$ cat config.mk
export PLATFORM = sky130hd
export DESIGN_NAME = battleship_setup_ctrl
export DESIGN_NICKNAME = d
export VERILOG_FILES = /design/src/rtl/battleship_setup_ctrl.sv
export SDC_FILE = /design/constraint.sdc
export NUM_CORES = 1
export LEC_CHECK = 0
export CAP_MARGIN = 25
export CORE_MARGIN = 2
export CORE_UTILIZATION = 35
export CTS_CLUSTER_DIAMETER = 150
export DETAILED_ROUTE_END_ITERATION = 16
export PLACE_DENSITY = 0.66
export REMOVE_ABC_BUFFERS = 1
export SETUP_SLACK_MARGIN = 0.02
export SKIP_LAST_GASP = 1
export SLEW_MARGIN = 20
export SYNTH_ARGS = -nofsm -noshare
export SYNTH_HDL_FRONTEND = slang
export SYNTH_SLANG_ARGS = --single-unit
$ cat constraint.sdc
create_clock -name clk -period 5.45 [get_ports clk]
set_input_delay 0.8175 -clock clk [delete_from_list [all_inputs] [get_ports clk]]
set_output_delay 0.8175 -clock clk [all_outputs]
set_load 0.02 [all_outputs]
$ cat src/rtl/battleship_setup_ctrl.sv
// battleship_setup_ctrl
//
// Runs the ship-placement phase. Player 1 and then player 2 each place exactly
// SHIPS cells on a 28-cell board. A cell is one segment of a 4-digit
// 7-segment display: bit d*7+s is segment s of digit d. A blank handoff screen
// sits between the two players. Once both boards are committed, ready is
// raised. The block also supplies the display mux with the active board and a
// cursor marker.
//
// Parameters
//   SHIPS      cells each player must place (1..28)
//   BLINK_DIV  clk cycles per cursor blink half-period (>= 2)
//
// Ports
//   clk            system clock
//   rst_n          synchronous active-low reset
//   btn_next       pulse: move the cursor to the next cell (27 wraps to 0)
//   btn_sel        pulse: toggle the cell under the cursor
//   btn_done       pulse: commit the board, or acknowledge the handoff screen
//   positions_p1   player 1 board
//   positions_p2   player 2 board
//   disp_positions board shown on the display (blank in HANDOFF and READY)
//   cursor         current cell index, 0..27
//   player         0 = player 1 active, 1 = player 2 active
//   placed         set-bit count of the active board
//   ready          both boards committed
//
// Build option
//   SETUP_BLINK_EN  when defined, the cursor cell blinks with a half-period of
//                   BLINK_DIV cycles. When undefined, no blink counter is
//                   built and the cursor cell is shown permanently inverted.

module battleship_setup_ctrl #(
    parameter int SHIPS     = 5,
    parameter int BLINK_DIV = 15000
) (
    input  logic        clk,
    input  logic        rst_n,
    input  logic        btn_next,
    input  logic        btn_sel,
    input  logic        btn_done,
    output logic [27:0] positions_p1,
    output logic [27:0] positions_p2,
    output logic [27:0] disp_positions,
    output logic [4:0]  cursor,
    output logic        player,
    output logic [4:0]  placed,
    output logic        ready
);

    typedef enum logic [1:0] {
        P1_PLACE = 2'd0,
        HANDOFF  = 2'd1,
        P2_PLACE = 2'd2,
        READY    = 2'd3
    } state_e;

    localparam logic [4:0] SHIPS_C   = 5'(SHIPS);
    localparam logic [4:0] LAST_CELL = 5'd27;

    state_e      state_q, state_d;
    logic [27:0] p1_q, p1_d;
    logic [27:0] p2_q, p2_d;
    logic [27:0] disp_q, disp_d;
    logic [4:0]  cursor_q, cursor_d;
    logic [4:0]  placed_q, placed_d;
    logic        player_q, player_d;
    logic        ready_q, ready_d;

    logic [27:0] cursor_mask;
    logic        cell_set;
    logic        in_place_d;
    logic [27:0] board_d;
    logic        blink_d;

    assign cursor_mask = 28'd1 << cursor_q;
    assign cell_set    = (state_q == P2_PLACE) ? p2_q[cursor_q] : p1_q[cursor_q];

    // Next-state logic. Per cycle, only the highest-priority pulse is acted on:
    // done, then sel, then next. A done that cannot commit still uses up the
    // cycle, so any sel or next arriving with it is dropped.
    always_comb begin
        // NOTE: every signal gets a default first so no path leaves it unassigned (no latches).
        state_d  = state_q;
        p1_d     = p1_q;
        p2_d     = p2_q;
        cursor_d = cursor_q;
        placed_d = placed_q;
        player_d = player_q;
        ready_d  = ready_q;

        unique case (state_q)
            P1_PLACE, P2_PLACE: begin
                if (btn_done) begin
                    if (placed_q == SHIPS_C) begin
                        if (state_q == P1_PLACE) begin
                            state_d  = HANDOFF;
                            cursor_d = '0;
                            placed_d = '0;
                        end else begin
                            state_d = READY;
                            ready_d = 1'b1;
                        end
                    end
                end else if (btn_sel) begin
                    // A set cell can always be cleared. A clear cell can be set
                    // only while ships remain to be placed.
                    if (cell_set || (placed_q < SHIPS_C)) begin
                        if (state_q == P2_PLACE) p2_d = p2_q ^ cursor_mask;
                        else                     p1_d = p1_q ^ cursor_mask;
                        placed_d = cell_set ? placed_q - 5'd1 : placed_q + 5'd1;
                    end
                end else if (btn_next) begin
                    cursor_d = (cursor_q == LAST_CELL) ? 5'd0 : cursor_q + 5'd1;
                end
            end
            HANDOFF: begin
                if (btn_done) begin
                    state_d  = P2_PLACE;
                    player_d = 1'b1;
                end
            end
            READY: begin
            end
            default: begin
                state_d = P1_PLACE;
            end
        endcase
    end

    // The display is built from next-state values, so it changes on the same
    // edge as the board and cursor it shows.
    assign in_place_d = (state_d == P1_PLACE) || (state_d == P2_PLACE);
    assign board_d    = (state_d == P2_PLACE) ? p2_d : p1_d;

    always_comb begin
        disp_d = '0;
        if (in_place_d) begin
            disp_d = board_d ^ (28'(blink_d) << cursor_d);
        end
    end

`ifdef SETUP_BLINK_EN
    localparam int         CNT_W      = (BLINK_DIV > 1) ? $clog2(BLINK_DIV) : 1;
    localparam logic [CNT_W-1:0] BLINK_LAST = CNT_W'(BLINK_DIV - 1);

    logic [CNT_W-1:0] blink_cnt_q, blink_cnt_d;
    logic             blink_q;

    // The blink phase restarts whenever the cursor moves, so the new position
    // is first shown steady (unblinked) for a full half-period.
    always_comb begin
        blink_cnt_d = '0;
        blink_d     = 1'b0;
        if (in_place_d && (cursor_d == cursor_q)) begin
            if (blink_cnt_q == BLINK_LAST) begin
                blink_d = ~blink_q;
            end else begin
                blink_cnt_d = blink_cnt_q + 1'b1;
                blink_d     = blink_q;
            end
        end
    end

    always_ff @(posedge clk) begin
        if (!rst_n) begin
            blink_cnt_q <= '0;
            blink_q     <= 1'b0;
        end else begin
            blink_cnt_q <= blink_cnt_d;
            blink_q     <= blink_d;
        end
    end
`else
    assign blink_d = 1'b1;
`endif

    always_ff @(posedge clk) begin
        // NOTE: sequential state uses non-blocking assignments so every register samples pre-edge values.
        if (!rst_n) begin
            state_q  <= P1_PLACE;
            p1_q     <= '0;
            p2_q     <= '0;
            disp_q   <= '0;
            cursor_q <= '0;
            placed_q <= '0;
            player_q <= 1'b0;
            ready_q  <= 1'b0;
        end else begin
            state_q  <= state_d;
            p1_q     <= p1_d;
            p2_q     <= p2_d;
            disp_q   <= disp_d;
            cursor_q <= cursor_d;
            placed_q <= placed_d;
            player_q <= player_d;
            ready_q  <= ready_d;
        end
    end

    assign positions_p1   = p1_q;
    assign positions_p2   = p2_q;
    assign disp_positions = disp_q;
    assign cursor         = cursor_q;
    assign placed         = placed_q;
    assign player         = player_q;
    assign ready          = ready_q;

endmodule

==> results of run 1 <==
-- path summary, 6_finish.rpt --
kind,endpoint,cells after the start,start,slack [ns]
max,placed[4],14,cursor[0],1.43
min,ready,1,ready,0.46
max reg2reg,placed[4],14,cursor[0],1.43
min reg2reg,ready,1,ready,0.46
-- registers in the layout, indices dropped and copies added, names as in the netlist --
name            count
state_q             2
cursor              5
player              1
disp_positions     28
positions_p2       28
ready               1
placed              5
positions_p1       28
-- placed cells by master, fill, tap and decap left out, drive strengths merged, types with 13 or more instances in the layout --
cell / instances
o21ai: 39
clkbuf: 13
dfxtp: 98
clkdlybuf4s50: 99
nand2: 60
mux2i: 45
nor2: 80
nand3: 18
nor2b: 20
nor3: 28
xor2: 67
and2: 29
and2b: 27
-- synth_stat cells, types with 4 or more instances --
master and n:
o21ai_1 33, xor2_1 67, a21oi_1 10, o21ai_0 5, dfxtp_1 98, o21a_1 6
nor3_1 27, nand3_1 18, mux2_2 5, nor2_1 78, and2_1 28, mux2i_1 45
and3_1 5, a21o_1 5, buf_2 6, xnor2_1 9, inv_1 9, nand4_1 9
nor2b_1 20, clkbuf_1 28, mux4_2 8, nand2_1 60, buf_6 6, ha_1 8
nand2b_1 4, and2b_1 27
-- routing by layer --
metal / up-vias / global-route usage, % / share of wire [%]
li1: 2439 / - / -
met1: 2344 / 27.12 / 46
met2: 168 / 31.47 / 46
met3: 19 / 3.615 / 6.1
met4: 0 / 6.738 / 1.8
met5: - / 0 / 0
-- report_power, final --
group          leakage, nW  internal [mW]  switching, mW
Sequential           0.790          0.721        0.00797
Combinational         1.86         0.0425         0.0867
Clock                0.132          0.336          0.286
Total                 2.78           1.10          0.381
-- logic make-up (layout without fill, tap and decap cells) --
family / Yosys count / count (layout)
simple gates: 294 / 294
flops: 98 / 98
compound gates: 83 / 83
xor+xnor: 76 / 76
mux: 60 / 60
buf+inv: 56 / 131
fa+ha+maj: 9 / 9
-- cell type report --
type                       count  share of cell area (%)
clock buffer                  13                   3.609
sequential                    98                   27.20
inverter                       9                  0.4684
clock inverter                 3                  0.3296
tap                          220                   3.817
multi-input combinational    522                   49.97
timing repair buffer         106                   14.61
-- worst reg2reg max path, cell delays in order (launching register included) --
cell,delay (ns)
dfxtp_1,0.92
mux4_2,0.59
nor2b_1,0.14
a211oi_1,0.53
a311oi_4,0.09
nor2_1,0.31
inv_1,0.14
ha_1,0.33
nor2b_1,0.16
o21a_1,0.16
nor2_1,0.11
xnor2_1,0.16
nor3_1,0.07
o21ai_1,0.13
a31oi_1,0.05
==> impl_metrics.toml, run 1 <==
[run_status]
status = "completed"

[layout]
post-route-util_pct = 43.80
final_area_um2 = 7212
stdcell_count = 971
antenna_cells = 0
syn2layout_area_growth_pct = 23.32
fillCellCount = 1659
multi_input_area_um2 = 3603
nNetsFinal = 760
drive_gt1_share_pct = 6.258
register_area_um2 = 1962

[floorplanning]
die_area_um2 = 17760
num_rows = 47
die_y_um = 133.3
ioPinCount = 101
start_util_pct = 35.52
die_w_um = 133.3
core_um2 = 16470

[logic_synthesis]
synthArstFlopShare_pct = 0
synthFlopType = "dfxtp_1"
synthAdderAreaFrac_pct = 2.054
synth_edf_count = 0
yosysSeqAreaShare_pct = 33.55
synth_top_family_by_area = "simple AND/OR/NAND/NOR gates"
syn_inst = 676
synth.top_cell.area_share_pct = 33.55
synth_cell_types = 65
ys_ff_latch = 98
synth.largest_area_cell = "dfxtp_1"
yosys-top-cells-area = "dfxtp_1 (34%), xor2_1 (10%), mux2i_1 (7.7%)"
synth_xor_area_share_pct = 11.38
synth_compound_area_share_pct = 9.628
synth_warnings = 0
synthSimpleGateAreaFrac_pct = 25.91
synth_mux_area_share_pct = 12.64
syn_area_per_cell_um2 = 8.651
synthesis.area_um2 = 5848

[sta]
timing.final.ws_setup_ns = 1.432
fin_hold_ws_ns = 0.4644
tightest_slew_ns = 1.035
slew_viol_final = 0
fin_crit_sh_pct = 73.73
max_slew_margin_pct = 30.85
hold_viol = 0
rsz0062_at_grt = "false"
finClkSkew_ns = 0.01110
fmax_ghz = 0.2489
period_needed_ns = 4.018
setup_violations = 0
setup_tns_ns = 0

[drt]
ant_nets = 0
drt_wl_total_um = 17440
via_per_inst = 5.118
drt_iter0_markers = 340
vias = 4970
firstDrtPassIters = 5
route.detailed.drc = 0
avgRoutedWirePerCell_um = 17.96

[global_routing]
grt.overflow.total = 0
grt.total_usage_pct = 19.81
grt_max_degree = 49
grt_pass1_vias = 4888
antenna_found_initial = 0
grt_pass1_wl_um = 27060

[placement]
place_ws_ns = 1.465
placed_area_um2 = 6928
dp.final_hpwl_um = 12520
dp.cells = 955
gp_congestion = 0.8597
io_buffers = 100

[worst_setup_path]
arrival_ns = 4.23
cp_max_fo = 17
start_kind = "register"
max_stage_delay_ns = 0.92
critPathCaptureType = "register"
critPathTopFamily = "compound AO/OA/AOI/OAI gates"
crit_required_ns = 5.67
crit_slowest_cell = "dfxtp_1"
crit_chain = "mux4_2, nor2b_1, a211oi_1, a311oi_4, nor2_1, inv_1, ha_1, nor2b_1, o21a_1, nor2_1, xnor2_1, nor3_1, o21ai_1, a31oi_1"
crit_buf_inv = 1
path_class = "register to register"

[hold_path]
hp-class = "register to register"

[pwr]
total_power_mw = 1.481
vdd_drop_max_v = 0.0001570
power.leakage_nw = 2.782
powerDensity_nw_per_um2 = 205.3

[clock_tree]
postCtsHoldBufs = 0
clock-root-buffer = "clkbuf_16"
postCtsResizedCells = 0
cts_sinks = 98
cts_buffers = 9
clk_pin_slew_ns = 0.07
cts_setup_buffers = 0
clkLatencyLatePin_ns = 0.36
cts_tree = "built"
cts_max_level = 3
cts_buffer_depth = 2

[job]
maxCapViolCount = 0
No activity file was read; power rests on OpenSTA's default activity.
==> run 2: changes to the inputs <==
--- a/config.mk
+++ b/config.mk
@@ -10,7 +10,7 @@
 export CORE_UTILIZATION = 35
 export CTS_CLUSTER_DIAMETER = 150
 export DETAILED_ROUTE_END_ITERATION = 16
-export PLACE_DENSITY = 0.66
+export PLACE_DENSITY = 0.68
 export REMOVE_ABC_BUFFERS = 1
 export SETUP_SLACK_MARGIN = 0.02
 export SKIP_LAST_GASP = 1
==> constraint.sdc (replaced) <==
create_clock -name clk -period 3.45 [get_ports clk]
set_input_delay 0.5175 -clock clk [delete_from_list [all_inputs] [get_ports clk]]
set_output_delay 0.5175 -clock clk [all_outputs]
set_load 0.02 [all_outputs]
==> impl_metrics.toml, run 2 (synthesis results as in run 1) <==
[run_status]
status = "completed"

[floorplanning]
start_util_pct = 35.52
die_y_um = 133.3
ioPinCount = 101
die_w_um = 133.3
die_area_um2 = 17760
num_rows = 47
core_um2 = 16470

[worst_setup_path]
startpoint = "cursor[1]"
start_kind = "register"
max_stage_delay_ns = 0.55
arrival_ns = 3.55
critPathCaptureType = "register"
rrSetupSlack_ns = 0.18
crit_slowest_cell = "mux4_1"
crit_required_ns = 3.73
cp_max_fo = 10
critPathCapture = "placed[4]"
crit_chain = "buf_12, mux4_1, mux4_2, nor2_4, nor2_1, nor2_2, inv_2, ha_4, nor2b_1, o21a_1, nor2_1, xnor2_1, nor3_1, o21ai_1, a31oi_1"
reg2reg_depth = 15
r2r_end = "placed[4]"
r2r-start = "cursor[1]"
path_class = "register to register"
critPathMostFrequentCell = "nor2_1"

[drt]
drt_iter0_markers = 448
ant_nets = 0
firstDrtPassIters = 4
vias = 5138
drt_wl_total_um = 17600
via_per_inst = 5.087
route.detailed.drc = 0
avgRoutedWirePerCell_um = 17.43

[clock_tree]
clk_pin_slew_ns = 0.07
cts_tree = "built"
clock-root-buffer = "clkbuf_16"
cts_sinks = 98
cts_buffer_depth = 2
clkLatencyLatePin_ns = 0.36
cts_buffers = 9
cts_max_level = 3

[pwr]
vdd_drop_max_v = 0.0002610
powerDensity_nw_per_um2 = 319.4
power.leakage_nw = 2.989
total_power_mw = 2.414

[layout]
fillCellCount = 1643
post-route-util_pct = 45.90
final_cell_mix = "clkdlybuf4s50_1 (99), dfxtp_1 (97), nor2_1 (77)"
drive_gt1_share_pct = 11.52
syn2layout_area_growth_pct = 29.25
antenna_cells = 0
final_area_um2 = 7559
nNetsFinal = 799
stdcell_count = 1010
layout_commonest_cell = "clkdlybuf4s50_1"

[placement]
io_buffers = 100
gp_congestion = 0.9065
dp.final_hpwl_um = 13030
dp.cells = 990
placed_area_um2 = 7203

[global_routing]
grt_pass1_wl_um = 27150
grt.overflow.total = 0
grt_pass1_vias = 4863
grt.total_usage_pct = 19.76
grt_max_degree = 72
antenna_found_initial = 0

[sta]
max_slew_margin_pct = 47.18
slew_viol_final = 0
fin_crit_sh_pct = 94.80
setup_violations = 0
hold_viol = 0
fin_hold_ws_ns = 0.4697
fmax_ghz = 0.3058
rsz0062_at_grt = "true"
tightest_slew_ns = 0.7862
period_needed_ns = 3.271
finClkSkew_ns = 0.01125

[hold_path]
hp-class = "register to register"

[job]
maxCapViolCount = 0
==> run 2: cell types whose count changed in the layout (fill, tap and decap cells not counted), sizes merged <==
cell    before  now
clkbuf      13   11
bufinv       0    1
buf          7   46
inv          9   10
==> run 2: worst min-delay path by stage <==
stage / from / end / depth (start not counted)
2_1_floorplan: state_q[0] / state_q[1] / 2
3_3_place_gp: ready / ready / 1
3_5_place_dp: player / player / 1
4_1_cts: player / player / 1
5_1_grt: ready / ready / 1
6_report: ready / ready / 1
==> run 2: worst max-delay path, delay by kind of cell (launching register included) <==
family	cells	cell delay [ns]
AO/OA/AOI/OAI	3	0.34
XOR/XNOR	1	0.14
adder cells (fa/ha/maj)	1	0.28
buffers and inverters	2	0.24
flip-flops	1	0.36
multiplexers	2	1.07
AND/OR/NAND/NOR	6	0.76
==> run 2: layer usage <==
| layer | part of all wire (%) | GRT usage [%] | vias to the layer above |
|---|---|---|---|
| met2 | 46 | 31.67 | 167 |
| li1 | - | - | 2505 |
| met3 | 5.0 | 4.186 | 31 |
| met1 | 46 | 26.02 | 2435 |
| met4 | 2.7 | 7.920 | 0 |
| met5 | 0 | 0 | - |
==> run 2: final cells by class <==
class / instances / area (um^2) / area share (%)
Multi-Input combinational cell: 522 / 3618 / 47.87
Sequential cell: 98 / 1963 / 25.97
Timing Repair Buffer: 145 / 1363 / 18.03
Tap cell: 220 / 275.3 / 3.642
Clock buffer: 11 / 242.7 / 3.211
Clock inverter: 5 / 62.56 / 0.8277
Inverter: 9 / 33.78 / 0.4469
==> run 2: what timing repair did <==
action | 4_1_cts | 5_1_grt
hold buffers | 0 | 0
gates resized for setup | 1 | 4
pin swaps | 0 | 2
endpoints found under the setup margin | 1 | 7
setup buffers | 0 | 3
==> run 2: power breakdown <==
| part | switching [mW] | internal (mW) | total [mW] |
|---|---|---|---|
| clock | 0.451 | 0.586 | 1.04 |
| combinational | 0.143 | 0.0839 | 0.227 |
| sequential | 0.0108 | 1.14 | 1.15 |
| total | 0.605 | 1.81 | 2.41 |
==> run 2: stage by stage <==
stage                     setup WS, ns  TNS [ns]
after floorplan                -0.7936    -10.19
after global placement       0.0003548         0
after detailed placement      -0.06306  -0.06306
after CTS                      0.03279         0
after global routing          -0.05064  -0.05064
final                           0.1795         0
==> run 3: changes to the inputs <==
--- a/config.mk
+++ b/config.mk
@@ -10,9 +10,11 @@
 export CORE_UTILIZATION = 35
 export CTS_CLUSTER_DIAMETER = 150
 export DETAILED_ROUTE_END_ITERATION = 16
+export HOLD_SLACK_MARGIN = 0.05
 export PLACE_DENSITY = 0.68
 export REMOVE_ABC_BUFFERS = 1
 export SETUP_SLACK_MARGIN = 0.02
+export SKIP_CTS_REPAIR_TIMING = 1
 export SKIP_LAST_GASP = 1
 export SLEW_MARGIN = 20
 export SYNTH_ARGS = -nofsm -noshare
==> impl_metrics.toml, run 3 (synthesis results as in run 1) <==
[sta]
rsz0062_at_grt = "false"
finClkSkew_ns = 0.01184
fin_hold_ws_ns = 0.4696
tightest_slew_ns = 0.7995
hold_viol = 0
fin_crit_sh_pct = 93.99
slew_viol_final = 0
setup_violations = 0
max_slew_margin_pct = 46.29
period_needed_ns = 3.243
fmax_ghz = 0.3084

[pwr]
pwr-share-comb_pct = 9.8
p_clk_share_pct = 42.8
total_power_mw = 2.421
vdd_drop_max_v = 0.0002606
switching_power_mw = 0.6064
p_seq_share_pct = 47.5
switching_share_pct = 25.05
intPower_mw = 1.814
power.leakage_nw = 3.007
powerDensity_nw_per_um2 = 318.0

[layout]
final_area_um2 = 7612
syn2layout_area_growth_pct = 30.17
nNetsFinal = 803
layout_commonest_cell = "clkdlybuf4s50_1"
final_cell_mix = "clkdlybuf4s50_1 (99), dfxtp_1 (95), nor2_1 (75)"
antenna_cells = 0
drive_gt1_share_pct = 13.10

[global_routing]
grt_pass1_vias = 4875
grt_pass1_wl_um = 27180
grt_max_degree = 72
antenna_found_initial = 0
grt.overflow.total = 0
grt.total_usage_pct = 19.78

[floorplanning]
num_rows = 47
die_w_um = 133.3
ioPinCount = 101
die_area_um2 = 17760
die_y_um = 133.3
core_um2 = 16470
start_util_pct = 35.52

[hold_path]
hp-class = "register to register"
holdPathStages = 1
min-delay-start = "ready"
whs_endpoint = "ready"

[worst_setup_path]
start_kind = "register"
cp_max_fo = 6
r2r_end = "placed[4]"
arrival_ns = 3.52
reg2reg_depth = 15
crit_required_ns = 3.73
critPathCaptureType = "register"
r2r-start = "cursor[1]"
rrSetupSlack_ns = 0.21
path_class = "register to register"

[job]
maxCapViolCount = 0

[placement]
dp.final_hpwl_um = 13030
io_buffers = 100
gp_congestion = 0.9065
placed_area_um2 = 7203

[drt]
route.detailed.drc = 0
drt_wl_total_um = 17670
vias = 5134
firstDrtPassIters = 5
drt_iter0_markers = 364
avgRoutedWirePerCell_um = 17.43
via_per_inst = 5.063
ant_nets = 0

[clock_tree]
clk_pin_slew_ns = 0.07
cts_sinks = 98
clkLatencyLatePin_ns = 0.36
cts_tree = "built"
cts_max_level = 3
cts_buffer_depth = 2
clock-root-buffer = "clkbuf_16"
cts_buffers = 9

[run_status]
status = "completed"
==> run 3: cell count changes in the layout (fill, tap and decap cells not counted), moves of 2 or more <==
cell	delta
nor2_1	-2
dfxtp_1	-2
mux4_2	+2
buf_4	+2
mux4_1	-2
==> run 3: layout make-up <==
| cell class | count | area (um^2) |
|---|---|---|
| fill | 1632 | 8853 |
| multi-input combinational | 522 | 3636 |
| sequential | 98 | 1968 |
| timing repair buffer | 149 | 1394 |
| tap | 220 | 275.3 |
| clock buffer | 11 | 242.7 |
| clock inverter | 5 | 62.56 |
| inverter | 9 | 33.78 |
==> run 3: metrics by stage <==
stage                     utilization (%)  TNS [ns]  worst slack (ns)  cells
final                               46.23         0            0.2073   1014
after floorplan                         -    -10.19           -0.7936    629
after detailed placement            43.75  -0.06306          -0.06306    990
after global routing                46.23         0           0.01367   1014
after global placement              43.75         0         0.0003548    990
after CTS                           45.60  -0.08377          -0.08377   1006
==> run 3: worst max path at each step <==
stage               startpoint         to  cells past startpoint
detailed placement   cursor[1]  placed[4]                     15
CTS                  cursor[1]  placed[4]                     15
global placement     cursor[1]  placed[4]                     15
global route         cursor[1]  placed[4]                     15
finish               cursor[1]  placed[4]                     15
floorplan            cursor[1]  placed[4]                     14
==> run 3: worst max-delay path: stages (launching register included) <==
cell	delay, ns
dfxtp_4	0.37
buf_12	0.12
mux4_2	0.50
mux4_2	0.51
nor2_4	0.15
nor2_2	0.06
nor2_4	0.17
inv_2	0.08
ha_4	0.24
nor2b_2	0.15
o21a_1	0.17
nor2_2	0.15
xnor2_2	0.10
nor3_2	0.17
o21ai_1	0.08
a31oi_1	0.15
==> run 3: power groups by stage <==
stage	Sequential, mW	Clock (mW)	Combinational, mW
6_report	1.15	1.04	0.236
5_1_grt	1.15	1.10	0.256
4_1_cts	1.15	1.05	0.216
3_5_place_dp	1.18	0	0.215
3_3_place_gp	1.18	0	0.213
2_1_floorplan	1.18	0	0.112
==> run 3: per-layer routing <==
metal	GRT usage, %	routed length, um	up-vias
li1	-	-	2514
met5	0	0	-
met4	7.920	542	0
met2	31.73	8094	162
met1	26.02	8219	2422
met3	4.186	814	36
